**config.mk**
```make
export PLATFORM = sky130hd
export DESIGN_NAME = imem_sync_rom
export DESIGN_NICKNAME = d
export VERILOG_FILES = /design/src/rtl/imem_pkg.sv /design/src/rtl/imem_word_array.sv /design/src/rtl/imem_sync_rom.sv
export SDC_FILE = /design/constraint.sdc
export NUM_CORES = 2
export LEC_CHECK = 0
export CORE_MARGIN = 2
export CORE_UTILIZATION = 39
export DETAILED_ROUTE_END_ITERATION = 8
export SLEW_MARGIN = 10
export SYNTH_ARGS = -nofsm -noshare
export SYNTH_HDL_FRONTEND = slang
export SYNTH_SLANG_ARGS = --single-unit
```
**constraint.sdc**
```tcl
create_clock -name clk -period 4.96 [get_ports clk]
set_input_delay 0.992 -clock clk [delete_from_list [all_inputs] [get_ports clk]]
set_output_delay 0.992 -clock clk [all_outputs]
set_load 0.1 [all_outputs]
```
**src/rtl/imem_pkg.sv**
```systemverilog
// Shared types and helpers for the instruction memory.
package imem_pkg;

  typedef enum logic {
    IMEM_CLEAR,
    IMEM_READY
  } imem_state_t;

  // ARM "mov r0,r0"
  localparam logic [31:0] NOP_WORD = 32'hE1A00000;

  function automatic logic [31:0] byte_swap32(input logic [31:0] w);
    return {w[7:0], w[15:8], w[23:16], w[31:24]};
  endfunction

endpackage

```
**src/rtl/imem_word_array.sv**
```systemverilog
// Word storage: one write port, one registered read port, read-first on collision.
module imem_word_array #(
  parameter int unsigned DEPTH_WORDS = 64,
  localparam int unsigned IdxW = $clog2(DEPTH_WORDS)
) (
  input  logic            clk_i,
  input  logic            we_i,
  input  logic [IdxW-1:0] waddr_i,
  input  logic [31:0]     wdata_i,
  input  logic            re_i,
  input  logic [IdxW-1:0] raddr_i,
  output logic [31:0]     rdata_o
);

  logic [31:0] mem_q [DEPTH_WORDS];
  logic [31:0] rdata_q;

  // Non-blocking update gives the old word to a same-edge read.
  always_ff @(posedge clk_i) begin
    if (we_i) mem_q[waddr_i] <= wdata_i;
    if (re_i) rdata_q <= mem_q[raddr_i];
  end

  assign rdata_o = rdata_q;

endmodule

```
**src/rtl/imem_sync_rom.sv**
```systemverilog
// Fetch-stage instruction memory: clear FSM, fault decode, stall hold and endian mux.
// IMEM_INIT_FILE_EN replaces the clear FSM with a file preload.
module imem_sync_rom
  import imem_pkg::*;
#(
  parameter int unsigned DEPTH_WORDS = 64,
  parameter int unsigned ADDR_W      = 32,
  parameter logic [31:0] FILL_WORD   = NOP_WORD,
  parameter int unsigned BIG_ENDIAN  = 1
) (
  input  logic              clk,
  input  logic              nreset,
  input  logic              fetch_req,
  input  logic [ADDR_W-1:0] fetch_addr,
  input  logic              fetch_stall,
  output logic [31:0]       fetch_data,
  output logic              fetch_valid,
  output logic              fetch_fault,
  input  logic              ld_we,
  input  logic [ADDR_W-1:0] ld_addr,
  input  logic [31:0]       ld_data,
  output logic              init_done
);

  localparam int unsigned IdxW = $clog2(DEPTH_WORDS);
  localparam logic [ADDR_W-1:0] DepthA = ADDR_W'(DEPTH_WORDS);

  imem_state_t state_q, state_d;
  logic        valid_q, fault_q, fill_sel_q;
  logic        mem_we, mem_re;
  logic [IdxW-1:0] mem_waddr;
  logic [31:0] mem_wdata, rdata;
  logic        fetch_ok, ld_ok, accept;
  logic        unused_ld_lsb;

  assign unused_ld_lsb = ^ld_addr[1:0];

  assign init_done = (state_q == IMEM_READY);
  // Full upper-bit compare so out-of-range addresses never alias onto low words.
  assign fetch_ok  = (fetch_addr[1:0] == 2'b00) && ((fetch_addr >> 2) < DepthA);
  assign ld_ok     = (ld_addr >> 2) < DepthA;
  assign accept    = fetch_req & ~fetch_stall & init_done;
  assign mem_re    = accept & fetch_ok;

`ifndef IMEM_INIT_FILE_EN
  logic [IdxW-1:0] ptr_q;

  always_ff @(posedge clk or negedge nreset) begin
    if (!nreset) begin
      ptr_q <= '0;
    end else if (state_q == IMEM_CLEAR) begin
      ptr_q <= ptr_q + 1'b1;
    end
  end
`endif

  always_comb begin
    state_d   = state_q;
    mem_we    = 1'b0;
    mem_waddr = ld_addr[IdxW+1:2];
    mem_wdata = ld_data;
    unique case (state_q)
      IMEM_CLEAR: begin
`ifdef IMEM_INIT_FILE_EN
        state_d = IMEM_READY;
`else
        mem_we    = 1'b1;
        mem_waddr = ptr_q;
        mem_wdata = FILL_WORD;
        if (ptr_q == IdxW'(DEPTH_WORDS - 1)) state_d = IMEM_READY;
`endif
      end
      IMEM_READY: mem_we = ld_we & ld_ok;
      default:    state_d = IMEM_CLEAR;
    endcase
  end

  always_ff @(posedge clk or negedge nreset) begin
    if (!nreset) begin
      state_q    <= IMEM_CLEAR;
      valid_q    <= 1'b0;
      fault_q    <= 1'b0;
      fill_sel_q <= 1'b1;
    end else begin
      state_q <= state_d;
      if (!fetch_stall) begin
        valid_q <= accept;
        fault_q <= accept & ~fetch_ok;
        // Data mux selection only moves on a completed fetch so idle cycles hold the word.
        if (accept) fill_sel_q <= ~fetch_ok;
      end
    end
  end

  imem_word_array #(
    .DEPTH_WORDS(DEPTH_WORDS)
  ) u_array (
    .clk_i  (clk),
    .we_i   (mem_we),
    .waddr_i(mem_waddr),
    .wdata_i(mem_wdata),
    .re_i   (mem_re),
    .raddr_i(fetch_addr[IdxW+1:2]),
    .rdata_o(rdata)
  );

  always_comb begin
    if (fill_sel_q)           fetch_data = FILL_WORD;
    else if (BIG_ENDIAN != 0) fetch_data = rdata;
    else                      fetch_data = byte_swap32(rdata);
  end

  assign fetch_valid = valid_q;
  assign fetch_fault = fault_q;

endmodule

```
### After elaboration in Yosys (flattened, before gate mapping)

Memory sizes are Yosys's and may differ from the RTL's. A register that Yosys moved wholly into a read port is not among the register bits.
Index checks and enable logic that the tools add are counted.

* add/subtract/negate cells: 1
* order comparisons: 2
* equal/unequal tests: 1
* mux-type cells: 8
* bitwise gates (word level): 8
* reduce and logical (&&, ||, !) cells: 3

Operators with widths (count)
* 2-to-1 mux 32 bit: 2
* less-than comparator 30 x 7 -> 1 bit (second input constant): 2
* adder 6 x 1 -> 6 bit (second input constant): 1
* equality test 6 bit (second input constant): 1
* 2-to-1 mux 6 bit: 1
* AND 1 bit: 5
* 2-to-1 mux 1 bit: 4
* NOT 1 bit: 3
* logical NOT 2 bit: 1
* one-hot mux 1 bit (2 select lines): 1
* AND reduction 2 bit: 1
* logical AND 1 bit: 1

* register bits after elaboration: 10
* memory bits (writable): 2048
* input bits: 101
* output and inout port bits: 35
* memories: 1

Memories
* u_array.mem_q: depth 64, bits a word 32, read ports 1, clocked after memory_dff 1, wr ports 1, RTL line imem_word_array.sv:15 `logic [31:0] mem_q [DEPTH_WORDS];`

### Logic depth before layout (Yosys ltp)

* depth after elaboration: 5
* gate-level depth with buffers: 10

### Modules after synthesis

Synthesis repeated with hierarchy kept, for this count alone.

* cell total of the unflattened synthesis: 3453
* area, all modules: 79895.4 um2

Modules (own cells, without submodules)
* imem_word_array: instances 1, cells an instance 3324, area an instance 78835.6 um2, seq. area each 62459.9 um2
* imem_sync_rom: instances 1, cells an instance 129, area an instance 1059.8 um2, seq. area each 251.5 um2

### Worst setup path before layout

No wires, ideal clock.

* path type: register to register
* start point: reg state_q (netlist: init_done)
* end point: reg u_array.rdata_q[0] (netlist: u_array.rdata_o[0]), read port of u_array.mem_q, enable pin
* arrival: 4.870 ns
* setup slack: -0.415 ns
* cell stages (with the launch flop): 5
* buffers on the path: 2
* clock period less this slack: 5.375 ns
* cell sequence: dfrtp_1 buf_1 buf_1 nand2_1 nor4_1

* longest elaborated chain between the ends: 2

RTL lines
* start, declared: RTL line imem_sync_rom.sv:28 `imem_state_t state_q, state_d;`
* start signal, assigned: RTL line imem_sync_rom.sv:85 `state_q <= state_d;`
* AND 1 bit: RTL line imem_sync_rom.sv:42 `assign accept = fetch_req & ~fetch_stall & init_done;`
* AND 1 bit: RTL line imem_sync_rom.sv:43 `assign mem_re = accept & fetch_ok;`
* via mem_re: RTL line imem_sync_rom.sv:30 `logic mem_we, mem_re;`
* end, declared: RTL line imem_word_array.sv:16 `logic [31:0] rdata_q;`

The timed path passes the listed nets, and every way through them passes these cells.
A chain may end at the register's enable or synchronous reset.

### Final worst setup path

* start point: reg fill_sel_q
* end point: out fetch_data[23]

* longest elaborated chain between the ends: 1

RTL lines
* start, declared: RTL line imem_sync_rom.sv:29 `logic valid_q, fault_q, fill_sel_q;`
* start signal, assigned: RTL line imem_sync_rom.sv:90 `if (accept) fill_sel_q <= ~fetch_ok;`
* 2-to-1 mux 32 bit: RTL line imem_sync_rom.sv:108 `if (fill_sel_q) fetch_data = FILL_WORD;`
* end, declared: RTL line imem_sync_rom.sv:16 `output logic [31:0] fetch_data,`

No other way between the ends.

==> load_flow_metrics.sql <==
INSERT INTO impl_metrics (metric_group, metric, value, unit) VALUES
('status', 'run_status', 'finished clean', ''),
('layout', 'multi_input_area', '0.01691', 'sq mm'),
('floorplan', 'design.die.area', '0.2091', 'sq mm'),
('power', 'vdd_drop_max', '348.5', 'uV'),
('global_route', 'grt_first_pass_wirelength', '285.8', 'mm'),
('global_route', 'grt_antenna_before_repair', '8', ''),
('synth', 'netlist_instances', '3566', ''),
('power', 'int_pwr', '0.02745', 'W'),
('min_path', 'worst_hold_path_type', 'flip-flop to flip-flop', ''),
('critical_path', 'r2r_cells', '6', ''),
('critical_path', 'worst-path-max-fanout', '28', ''),
('drt', 'drt_pass1_iterations', '5', ''),
('floorplan', 'fp.dieW', '457.3', 'um'),
('cts', 'htree_num_levels', '4', ''),
('cts', 'clk_pin_slew_worst_paths', '0.06', 'ns'),
('cts', 'clock_tree.buffer_depth', '3', ''),
('power', 'pwr-share-seq', '55.7', '%'),
('synth', 'async_reset_ff_share', '0.4785', '%'),
('cts', 'tritoncts_num_sinks', '2090', ''),
('critical_path', 'cp.required', '3.97', 'ns'),
('critical_path', 'critical_path.cell_chain', 'or2_2 > clkdlybuf4s50_1', ''),
('layout', 'layout-drive-gt1-share', '27.65', '%'),
('sta', 'setup_tns', '0', 'ns'),
('layout', 'sequential_cell_area', '0.06271', 'sq mm'),
('sta', 'skew', '0.03132', 'ns'),
('sta', 'maxSlewViolCount', '0', ''),
('placed_design', 'hpwl', '119.0', 'mm'),
('sta', 'final_hold_vios', '0', ''),
('synth', 'synthesis.area', '0.08013', 'sq mm'),
('layout', 'area.growth.synth_to_final', '15.66', '%'),
('placed_design', 'finalWeightedCongestion', '0.7970', ''),
('floorplan', 'floorplan.initialDensity', '39.21', '%'),
('drt', 'vias_per_cell', '5.644', ''),
('min_path', 'hold_end', 'fetch_valid', ''),
('critical_path', 'worst_setup_path_start_kind', 'flip-flop', ''),
('global_route', 'met1_usage', '26.02', '%'),
('min_path', 'worst_hold_path.num_cells', '1', ''),
('synth', 'synth_nets', '3668', ''),
('min_path', 'hold_wc_startpoint', 'fetch_valid', ''),
('global_route', 'globalRouteMet3Util', '2.286', '%'),
('layout', 'layout.cells.non_filler', '6783', ''),
('cts', 'tritoncts.num_buffers', '198', ''),
('layout', 'fillers', '17020', ''),
('global_route', 'first_global_vias', '39000', ''),
('drt', 'routedWlPerCell', '29.64', 'um'),
('layout', 'finalInstanceArea', '0.09268', 'sq mm'),
('power', 'p_sw', '0.006855', 'W'),
('sta', 'setup_slack', '0.6752', 'ns'),
('critical_path', 'crit_arrival', '3.29', 'ns'),
('power', 'sw_frac_of_total', '19.98', '%'),
('critical_path', 'rr_startpoint', 'init_done', ''),
('drt', 'residual_drc', '0', ''),
('drt', 'route.final.wire_length', '201.0', 'mm'),
('floorplan', 'die_height', '457.3', 'um'),
('power', 'leakagePower', '23.54', 'nW'),
('power', 'power_density', '370.1', 'mW/mm^2'),
('placed_design', 'placed_cell_area', '0.08662', 'sq mm'),
('synth', 'synth-seq-area-share', '78.26', '%'),
('floorplan', 'core_area', '0.2044', 'sq mm'),
('critical_path', 'worstReg2RegEnd', 'u_array.mem_q[2][28]', ''),
('global_route', 'global_route.overflow_total', '0', ''),
('critical_path', 'delay_contributed_by_the_slowest_stage_of_the_critical_path', '1.26', 'ns'),
('layout', 'layout_common_cells', 'edfxtp_1 (2080), mux4_2 (487), clkbuf_16 (202), buf_4 (183), clkdlybuf4s50_1 (127)', ''),
('layout', 'final_common_cell', 'edfxtp_1', ''),
('synth', 'yosys_warning_count', '0', ''),
('drt', 'drt_iter0_markers', '3814', ''),
('critical_path', 'rrSetupSlack', '1.38', 'ns'),
('critical_path', 'worst_path_max_delay_cell', 'clkdlybuf4s50_1', ''),
('synth', 'synth_area_leader_cell', 'edfxtp_1', ''),
('drt', 'via_count', '38290', ''),
('cts', 'postCtsHoldBufs', '0', '');
-- through the flow --
step	hold slack (ns)	utilization, %
floorplan	0.4824	-
global placement	0.4711	42.38
detailed placement	0.4739	42.38
CTS	0.4870	45.34
global route	0.4981	45.34
finish	0.4799	45.35
-- worst max-delay path by stage --
stage | slack (ns) | cells past startpoint | from | to
floorplan | 0.96 | 4 | init_done | u_array.rdata_o[0]
finish | 0.68 | 2 | fill_sel_q | fetch_data[23]
global placement | 0.33 | 8 | ld_addr[26] | u_array.mem_q[2][1]
CTS | 0.61 | 2 | fill_sel_q | fetch_data[23]
detailed placement | 0.37 | 8 | ld_addr[29] | u_array.mem_q[2][1]
global route | 0.59 | 2 | fill_sel_q | fetch_data[23]
-- routing by layer --
| metal | vias up | wire, um |
|---|---|---|
| met2 | 1189 | 101000 |
| li1 | 15900 | - |
| met3 | 251 | 9778 |
| met5 | - | 0 |
| met4 | 0 | 6035 |
| met1 | 20940 | 84250 |
-- layout make-up --
type / instances / share of cell area (%)
Sequential cell: 2090 / 67.67
Timing Repair Buffer: 361 / 3.907
Inverter: 5 / 0.02025
Multi-Input combinational cell: 1279 / 18.24
Antenna cell: 4 / 0.01080
Clock inverter: 100 / 0.8505
Clock buffer: 256 / 5.673
Tap cell: 2688 / 3.629
-- flip-flops by register name, indices dropped and copies added (netlist names) --
name	cells
ptr_q	6
u_array.rdata_o	32
init_done	1
u_array.mem_q	2048
fill_sel_q	1
fetch_valid	1
fetch_fault	1
-- kinds of logic after synthesis --
| logic type | count (synthesis) | share of synthesized area (%) |
|---|---|---|
| AOI/OAI and AO/OA | 277 | 2.430 |
| buffers and inverters | 197 | 1.446 |
| and+or+nand+nor | 369 | 2.308 |
| adders and majority gates | 1 | 0.01561 |
| xor gates and xnor gates | 5 | 0.05465 |
| muxes | 627 | 15.48 |
| DFF | 2090 | 78.26 |
-- critical path, delay by kind of cell, from the launching register on --
family / cells / cell delay (ns)
buf+inv: 1 / 1.26
flops: 1 / 0.94
simple gates: 1 / 0.23
-- cells in the mapped netlist (17+ instances only) --
library cell,instances
a2bb2oi_1,17
edfxtp_1,2080
nor4_1,36
nor2_1,98
o22ai_1,116
mux2i_1,111
o211ai_1,26
clkbuf_1,53
o21ai_0,22
nand2_1,79
nand2b_1,36
mux2_2,29
buf_4,61
and2_1,28
mux4_2,487
nor2b_1,48
a221oi_1,23
buf_2,52
-- power by group through the flow --
stage / clock, W / combinational (W) / sequential [W]
after floorplan: 0 / 0.000533 / 0.0195
after global placement: 0 / 0.000863 / 0.0195
final: 0.0143 / 0.000848 / 0.0191
after detailed placement: 0 / 0.000863 / 0.0195
after global routing: 0.0153 / 0.000892 / 0.0191
after CTS: 0.0146 / 0.000865 / 0.0191
No activity file was read; power rests on OpenSTA's default activity.
